### src/rtl/rrx_axi_read_arbiter.sv
// Two-master to one-slave AXI read (AR/R) arbiter with one outstanding burst per grant.
// Define RRX_AXI_READ_ARB_ROUND_ROBIN_EN for round-robin arbitration; the default is fixed priority (master 0).
module rrx_axi_read_arbiter #(
    parameter int ID_WIDTH   = 8,
    parameter int ADDR_WIDTH = 25,
    parameter int DATA_WIDTH = 64
) (
    input  logic                  aclk,
    input  logic                  resetn,

    input  logic [ID_WIDTH-1:0]   s0_axi_arid,
    input  logic [ADDR_WIDTH-1:0] s0_axi_araddr,
    input  logic [7:0]            s0_axi_arlen,
    input  logic [2:0]            s0_axi_arsize,
    input  logic [1:0]            s0_axi_arburst,
    input  logic                  s0_axi_arvalid,
    output logic                  s0_axi_arready,
    output logic [ID_WIDTH-1:0]   s0_axi_rid,
    output logic [DATA_WIDTH-1:0] s0_axi_rdata,
    output logic [1:0]            s0_axi_rresp,
    output logic                  s0_axi_rlast,
    output logic                  s0_axi_rvalid,
    input  logic                  s0_axi_rready,

    input  logic [ID_WIDTH-1:0]   s1_axi_arid,
    input  logic [ADDR_WIDTH-1:0] s1_axi_araddr,
    input  logic [7:0]            s1_axi_arlen,
    input  logic [2:0]            s1_axi_arsize,
    input  logic [1:0]            s1_axi_arburst,
    input  logic                  s1_axi_arvalid,
    output logic                  s1_axi_arready,
    output logic [ID_WIDTH-1:0]   s1_axi_rid,
    output logic [DATA_WIDTH-1:0] s1_axi_rdata,
    output logic [1:0]            s1_axi_rresp,
    output logic                  s1_axi_rlast,
    output logic                  s1_axi_rvalid,
    input  logic                  s1_axi_rready,

    output logic [ID_WIDTH-1:0]   m_axi_arid,
    output logic [ADDR_WIDTH-1:0] m_axi_araddr,
    output logic [7:0]            m_axi_arlen,
    output logic [2:0]            m_axi_arsize,
    output logic [1:0]            m_axi_arburst,
    output logic                  m_axi_arvalid,
    input  logic                  m_axi_arready,
    input  logic [ID_WIDTH-1:0]   m_axi_rid,
    input  logic [DATA_WIDTH-1:0] m_axi_rdata,
    input  logic [1:0]            m_axi_rresp,
    input  logic                  m_axi_rlast,
    input  logic                  m_axi_rvalid,
    output logic                  m_axi_rready,

    output logic                  grant,
    output logic                  busy
);

    localparam logic [1:0] ST_IDLE = 2'd0;
    localparam logic [1:0] ST_ADDR = 2'd1;
    localparam logic [1:0] ST_DATA = 2'd2;

    logic [1:0] state;
    logic       last_grant;
    logic       any_req;
    logic       winner;
    logic       in_addr;
    logic       in_data;

    assign any_req = s0_axi_arvalid | s1_axi_arvalid;
    assign in_addr = (state == ST_ADDR);
    assign in_data = (state == ST_DATA);
    assign busy    = in_addr | in_data;

    // winner is only consumed when a request is pending, so the no-request value is free
    always_comb begin
`ifdef RRX_AXI_READ_ARB_ROUND_ROBIN_EN
        if (s0_axi_arvalid && s1_axi_arvalid) begin
            winner = ~last_grant;
        end else begin
            winner = ~s0_axi_arvalid;
        end
`else
        winner = s0_axi_arvalid ? 1'b0 : (s1_axi_arvalid | last_grant);
`endif
    end

    always_ff @(posedge aclk or negedge resetn) begin
        if (!resetn) begin
            state      <= ST_IDLE;
            grant      <= 1'b0;
            last_grant <= 1'b1;
        end else begin
            case (state)
                ST_IDLE: begin
                    if (any_req) begin
                        grant <= winner;
                        state <= ST_ADDR;
                    end
                end
                ST_ADDR: begin
                    if (m_axi_arvalid && m_axi_arready) begin
                        state <= ST_DATA;
                    end
                end
                ST_DATA: begin
                    if (m_axi_rvalid && m_axi_rready && m_axi_rlast) begin
                        last_grant <= grant;
                        state      <= ST_IDLE;
                    end
                end
                default: state <= ST_IDLE;
            endcase
        end
    end

    // AR path: payload is zeroed outside ADDR so nothing leaks to the slave while idle
    assign m_axi_arvalid  = in_addr & (grant ? s1_axi_arvalid : s0_axi_arvalid);
    assign m_axi_arid     = in_addr ? (grant ? s1_axi_arid    : s0_axi_arid)    : '0;
    assign m_axi_araddr   = in_addr ? (grant ? s1_axi_araddr  : s0_axi_araddr)  : '0;
    assign m_axi_arlen    = in_addr ? (grant ? s1_axi_arlen   : s0_axi_arlen)   : '0;
    assign m_axi_arsize   = in_addr ? (grant ? s1_axi_arsize  : s0_axi_arsize)  : '0;
    assign m_axi_arburst  = in_addr ? (grant ? s1_axi_arburst : s0_axi_arburst) : '0;
    assign s0_axi_arready = in_addr & ~grant & m_axi_arready;
    assign s1_axi_arready = in_addr &  grant & m_axi_arready;

    // R path: payload broadcast, handshake only with the owner during DATA
    assign m_axi_rready  = in_data & (grant ? s1_axi_rready : s0_axi_rready);
    assign s0_axi_rvalid = in_data & ~grant & m_axi_rvalid;
    assign s1_axi_rvalid = in_data &  grant & m_axi_rvalid;

    assign s0_axi_rid   = m_axi_rid;
    assign s0_axi_rdata = m_axi_rdata;
    assign s0_axi_rresp = m_axi_rresp;
    assign s0_axi_rlast = m_axi_rlast;
    assign s1_axi_rid   = m_axi_rid;
    assign s1_axi_rdata = m_axi_rdata;
    assign s1_axi_rresp = m_axi_rresp;
    assign s1_axi_rlast = m_axi_rlast;

endmodule

### config.mk
export PLATFORM = sky130hd
export DESIGN_NAME = rrx_axi_read_arbiter
export DESIGN_NICKNAME = d
export VERILOG_FILES = /design/src/rtl/rrx_axi_read_arbiter.sv
export SDC_FILE = /design/constraint.sdc
export NUM_CORES = 1
export LEC_CHECK = 0
export CAP_MARGIN = 20
export CORE_AREA = 2 2 149 151
export DETAILED_ROUTE_END_ITERATION = 7
export DIE_AREA = 0 0 151 153
export GPL_TIMING_DRIVEN = 0
export SLEW_MARGIN = 15
export SYNTH_ARGS = -nofsm -noshare
export SYNTH_HDL_FRONTEND = slang
export SYNTH_SLANG_ARGS = --single-unit
### constraint.sdc
create_clock -name aclk -period 2.4 [get_ports aclk]
set_input_delay 0.24 -clock aclk [delete_from_list [all_inputs] [get_ports aclk]]
set_output_delay 0.24 -clock aclk [all_outputs]
set_load 0.01 [all_outputs]
==> impl_metrics.env, run 1 <==
export IMPL_clkTransAtPathRegs_ns=0.03
export IMPL_num_antenna_cells=0
export IMPL_cp_end_kind="output pin"
export IMPL_fin_tns_setup_ns=0
export IMPL_synth_top_cells_by_count="151 x buf_4, 48 x mux2i_1, 48 x nor2b_1, 5 x buf_2, 5 x clkbuf_1"
export IMPL_holdBufCountCts=0
export IMPL_synth_most_common_cell="buf_4"
export IMPL_status="completed"
export IMPL_gr_total_overflow=0
export IMPL_rr_startpoint="state[0]$_DFFE_PN0P_"
export IMPL_wl_per_cell_um=12.6
export IMPL_slew_violations=0
export IMPL_grt_busiest_layer="met2"
export IMPL_final_nets=774
export IMPL_cts_root_buf="clkbuf_16"
export IMPL_crit_arrival_ns=2.03
export IMPL_synth_top_area_share_pct=51.4
export IMPL_start_util_pct=10.3
export IMPL_gp_congestion=0.721
export IMPL_synth_ff_type="dfrtp_1"
export IMPL_max_freq_mhz=440
export IMPL_syn_num_nets=465
export IMPL_swShare_pct=38.7
export IMPL_port_buffers=304
export IMPL_worstMarginPinSlew_ns=0.339
export IMPL_rsz0062_at_grt="no"
export IMPL_yosysTopAreaCell="buf_4"
export IMPL_cts_buffers=3
export IMPL_die_y_um=153
export IMPL_tritoncts="done"
export IMPL_synth_area_leaders="buf_4 51%, mux2i_1 22%, nor2b_1 14%"
export IMPL_p_int_mw=1.95
export IMPL_grt_total_usage_pct=8.47
export IMPL_crit_fanout=10
export IMPL_combPwrFrac_pct=88.1
export IMPL_firstDrtPassIters=4
export IMPL_synth_seq_cells=3
export IMPL_core_area_mm2=0.0215
export IMPL_grt_pass1_vias=2824
export IMPL_cap_violations=0
export IMPL_post_route_util_pct=26.6
export IMPL_drive_above_1_share_pct=27.9
export IMPL_use_met2_pct=17.7
export IMPL_synth_edf_count=0
export IMPL_cp_required_ns=2.16
export IMPL_dieArea_mm2=0.0231
export IMPL_antenna_left=0
export IMPL_grt_pass1_wl_um=15200
export IMPL_clkPwrFrac_pct=8.6
export IMPL_peakVddDrop_v=0.000349
export IMPL_antenna_found_initial=0
export IMPL_powerDensity_mw_per_mm2=556
export IMPL_dieWidth_um=151
export IMPL_post_dp_hpwl_um=9930
export IMPL_slew_headroom_pct=77.4
export IMPL_start_kind="register"
export IMPL_cts_buffer_depth=2
export IMPL_ys_types=17
export IMPL_cts_htree_levels=1
export IMPL_num_rows=54
export IMPL_hold_violations=0
export IMPL_num_vias=2760
export IMPL_use_met1_pct=8.45
export IMPL_postLayoutCellArea_mm2=0.00572
export IMPL_synth_avg_cell_area_um2=7.71
export IMPL_fin_crit_sh_pct=94.7
export IMPL_netlist_area_mm2=0.00221
export IMPL_viasPerCell=3.16
export IMPL_postSynth_asyncResetShare_pct=100
export IMPL_first_iter_violations=25
export IMPL_ios=379
export IMPL_area_growth_pct=159
export IMPL_startpoint="grant$_DFFE_PN0P_"
export IMPL_pwr_share_seq_pct=3.3
export IMPL_use_met3_pct=1.55
export IMPL_p_sw_mw=1.23
export IMPL_synth_cells=286
export IMPL_cp_slowest_cell="clkdlybuf4s50_1"
export IMPL_cp_buffers_inverters=3
export IMPL_grt_start_max_net_pins=11
export IMPL_routed_wirelength_um=11000
export IMPL_layout_min_cycle_time_ns=2.27
export IMPL_setup_violations=0
export IMPL_drc=0
export IMPL_path_class="register to output pin"
export IMPL_path_cells="buf_4 -> buf_2 -> mux2i_1 -> nor2b_1 -> clkdlybuf4s50_1"
export IMPL_fin_skew_ns=0.00382
export IMPL_yosysWarnings=0
export IMPL_numClockSinks=3
export IMPL_hp_class="primary input to asynchronous set/reset pin"
export IMPL_post_cts_buffers=0
export IMPL_clock_latency_ns=0.23
export IMPL_leakagePower_nw=2.48
export IMPL_dpl_cell_area_mm2=0.00560
export IMPL_seq_area_frac_synth_pct=3.40
export IMPL_crit_path_max_incr_delay_ns=0.58
export IMPL_cpLargestDelayFamily="buffers and inverters"
layout make-up:
type | instances | area (um^2)
Tap cell | 280 | 350
Fill cell | 2321 | 15800
Timing Repair Buffer | 304 | 3050
Multi-Input combinational cell | 118 | 951
Inverter | 4 | 15.0
Sequential cell | 3 | 75.1
Buffer | 161 | 1200
Clock buffer | 4 | 78.8
routing by layer:
metal  part of all wire [%]  routed length [um]
met4                   0.79                  87
met2                     55                6020
met3                     10                1140
met5                      0                   0
met1                     34                3750
sequential cells by signal, indices dropped and copies added, names as in the netlist:
name / cells
grant: 1
state: 2
path summary, 6_finish.rpt:
path	slack, ns	depth (start not counted)	endpoint
worst max-delay path	0.13	5	m_axi_araddr[0]
worst min-delay path	0.19	1	state[0]$_DFFE_PN0P_
worst max register to register	0.77	6	state[1]$_DFFE_PN0P_
worst min register to register	0.55	1	state[1]$_DFFE_PN0P_
max in group asynchronous	2.06	1	grant$_DFFE_PN0P_
min in group aclk	0.55	1	state[1]$_DFFE_PN0P_
stage by stage:
step | total power [mW] | instances | worst slack, ns | hold WS, ns
floorplan | 1.50 | 286 | 0.798 | -0.0556
global route | 3.42 | 874 | 0.0146 | 0.205
detailed placement | 2.91 | 870 | -0.493 | 0.432
finish | 3.18 | 874 | 0.128 | 0.193
CTS | 3.25 | 874 | 0.0237 | 0.193
global placement | 2.91 | 870 | -0.519 | 0.434
what timing repair did:
item,4_1_cts,5_1_grt
endpoints found under the setup margin,49,11
gates resized for setup,10,4
pin swaps,0,0
cells in the final DEF, fill, tap and decap left out, drive strengths merged:
cell type      Yosys  routed
nor2b             48      48
o21a               2       2
clkbuf             5       9
dfrtp              3       3
nand2              3       3
nor2               4       4
a211oi             1       1
dlymetal6s2s       0       1
mux2               1       1
clkdlybuf4s50      0     303
buf              156     156
ha                 4       4
nand2b             2       2
mux2i             48      48
inv                4       4
a21oi              3       3
o32a               1       1
o21ai              1       1
power groups by stage:
stage | registers [mW] | logic [mW] | clock network (mW)
4_1_cts | 0.107 | 2.87 | 0.277
2_1_floorplan | 0.0980 | 1.40 | 0
5_1_grt | 0.108 | 3.03 | 0.281
6_report | 0.105 | 2.80 | 0.273
3_5_place_dp | 0.101 | 2.81 | 0
3_3_place_gp | 0.0999 | 2.81 | 0
logic make-up after synthesis:
group	after synthesis	synth area share [%]
AO/OA/AOI/OAI	8	2.61
flip-flops	3	3.40
multiplexers	49	22.3
AND/OR/NAND/NOR	57	15.4
buffers and inverters	165	54.1
adder cells (fa/ha/maj)	4	2.27
No activity file was read; power rests on OpenSTA's default activity.
==> inputs of run 2 (changes only) <==
==> constraint.sdc (replaced) <==
create_clock -name aclk -period 2.4 [get_ports aclk]
set_input_delay 0.48 -clock aclk [delete_from_list [all_inputs] [get_ports aclk]]
set_output_delay 0.48 -clock aclk [all_outputs]
set_load 0.01 [all_outputs]
==> impl_metrics.env, run 2 (same netlist as run 1, synthesis figures left out) <==
export IMPL_status="completed"
export IMPL_start_util_pct=10.3
export IMPL_peakVddDrop_v=0.000352
export IMPL_use_met1_pct=8.45
export IMPL_cp_slowest_cell="clkdlybuf4s50_1"
export IMPL_power_mw=3.26
export IMPL_grt_pass1_vias=2828
export IMPL_cts_buffers=3
export IMPL_gr_total_overflow=0
export IMPL_grt_pass1_wl_um=15200
export IMPL_max_freq_mhz=437
export IMPL_clkTransAtPathRegs_ns=0.03
export IMPL_num_antenna_cells=0
export IMPL_gp_congestion=0.721
export IMPL_core_area_mm2=0.0215
export IMPL_crit_fanout=10
export IMPL_rsz0062_at_grt="yes"
export IMPL_area_growth_pct=163
export IMPL_layout_min_cycle_time_ns=2.29
export IMPL_hold_violations=0
export IMPL_grt_total_usage_pct=8.49
export IMPL_dieWidth_um=151
export IMPL_firstDrtPassIters=4
export IMPL_dieArea_mm2=0.0231
export IMPL_grt_busiest_layer="met2"
export IMPL_setup_violations=0
export IMPL_ios=379
export IMPL_use_met3_pct=1.58
export IMPL_post_dp_hpwl_um=9930
export IMPL_cp_end_kind="output pin"
export IMPL_powerDensity_mw_per_mm2=562
export IMPL_num_vias=2760
export IMPL_hp_class="primary input to asynchronous set/reset pin"
export IMPL_crit_arrival_ns=1.81
export IMPL_largest_reg_flops=2
export IMPL_antenna_found_initial=0
export IMPL_cts_htree_levels=1
export IMPL_layout_common_cells="285 x clkdlybuf4s50_1, 152 x buf_4, 47 x mux2i_1"
export IMPL_die_y_um=153
export IMPL_rr_startpoint="state[0]$_DFFE_PN0P_"
export IMPL_cap_violations=0
export IMPL_cp_required_ns=1.92
export IMPL_drc=0
export IMPL_grt_start_max_net_pins=11
export IMPL_viasPerCell=3.15
export IMPL_cts_buffer_depth=2
export IMPL_first_iter_violations=32
export IMPL_numClockSinks=3
export IMPL_fin_crit_sh_pct=95.4
export IMPL_routed_wirelength_um=11000
export IMPL_use_met2_pct=17.8
export IMPL_path_class="register to output pin"
export IMPL_port_buffers=304
export IMPL_startpoint="state[1]$_DFFE_PN0P_"
export IMPL_antenna_left=0
export IMPL_top_register="state"
export IMPL_clock_latency_ns=0.23
export IMPL_tritoncts="done"
export IMPL_drive_above_1_share_pct=28.9
export IMPL_holdBufCountCts=0
export IMPL_final_nets=775
export IMPL_path_cells="inv_2 -> ha_4 -> buf_6 -> nor2b_2 -> clkdlybuf4s50_1"
export IMPL_fin_skew_ns=0.00365
export IMPL_post_route_util_pct=27.0
export IMPL_crit_path_max_incr_delay_ns=0.55
export IMPL_final_common_cell="clkdlybuf4s50_1"
export IMPL_start_kind="register"
export IMPL_cts_root_buf="clkbuf_16"
export IMPL_slew_violations=0
export IMPL_slew_headroom_pct=85.7
export IMPL_wl_per_cell_um=12.6
export IMPL_num_rows=54
export IMPL_worstMarginPinSlew_ns=0.209
export IMPL_reg_top3="state x2, grant x1"
export IMPL_leakagePower_nw=2.67
export IMPL_reg2reg_slack_ns=0.76
[run 2: worst paths after layout]
path                                   endpoint  cells past startpoint
max reg2reg                state[1]$_DFFE_PN0P_                      6
min in group aclk          state[1]$_DFFE_PN0P_                      1
max                             m_axi_araddr[4]                      5
min reg2reg                state[1]$_DFFE_PN0P_                      1
min                        state[0]$_DFFE_PN0P_                      1
max in group asynchronous     grant$_DFFE_PN0P_                      1
[run 2: per-stage QoR]
step	TNS, ns	hold WS [ns]	area, um^2	std cells	worst slack, ns
2_1_floorplan	0	0.184	2210	286	0.558
3_3_place_gp	-12.70	0.541	5600	870	-0.759
3_5_place_dp	-12.77	0.553	5600	870	-0.733
4_1_cts	-0.128	0.433	5740	875	-0.0520
5_1_grt	-0.00371	0.445	5800	875	-0.00371
6_report	0	0.433	5800	875	0.111
[run 2: timing repair]
action                     4_1_cts  5_1_grt
setup endpoints to repair       49       26
buffers inserted                 1        0
resized for setup               33       22
[run 2: cell type report]
| cell class | count | area, um^2 |
|---|---|---|
| sequential | 3 | 75.1 |
| multi-input combinational | 118 | 971 |
| fill | 2323 | 15700 |
| clock buffer | 4 | 78.8 |
| timing repair buffer | 305 | 3060 |
| inverter | 4 | 15.0 |
| buffer | 161 | 1250 |
| tap | 280 | 350 |
[run 2: worst max-delay path, delay by kind of cell (launching register included)]
family        cells  cell delay (ns)
buf+inv           3             0.81
flops             1             0.40
fa+ha+maj         1             0.19
simple gates      1             0.18
[run 2: where the power goes]
part / internal (mW) / switching, mW
Clock: 0.220 / 0.0532
Combinational: 1.71 / 1.17
Sequential: 0.0775 / 0.0313
[run 2: routing by layer]
metal	routed length, um	vias to the layer above
li1	-	1377
met1	3770	1194
met2	6040	182
met3	1140	7
met4	87	0
met5	0	-
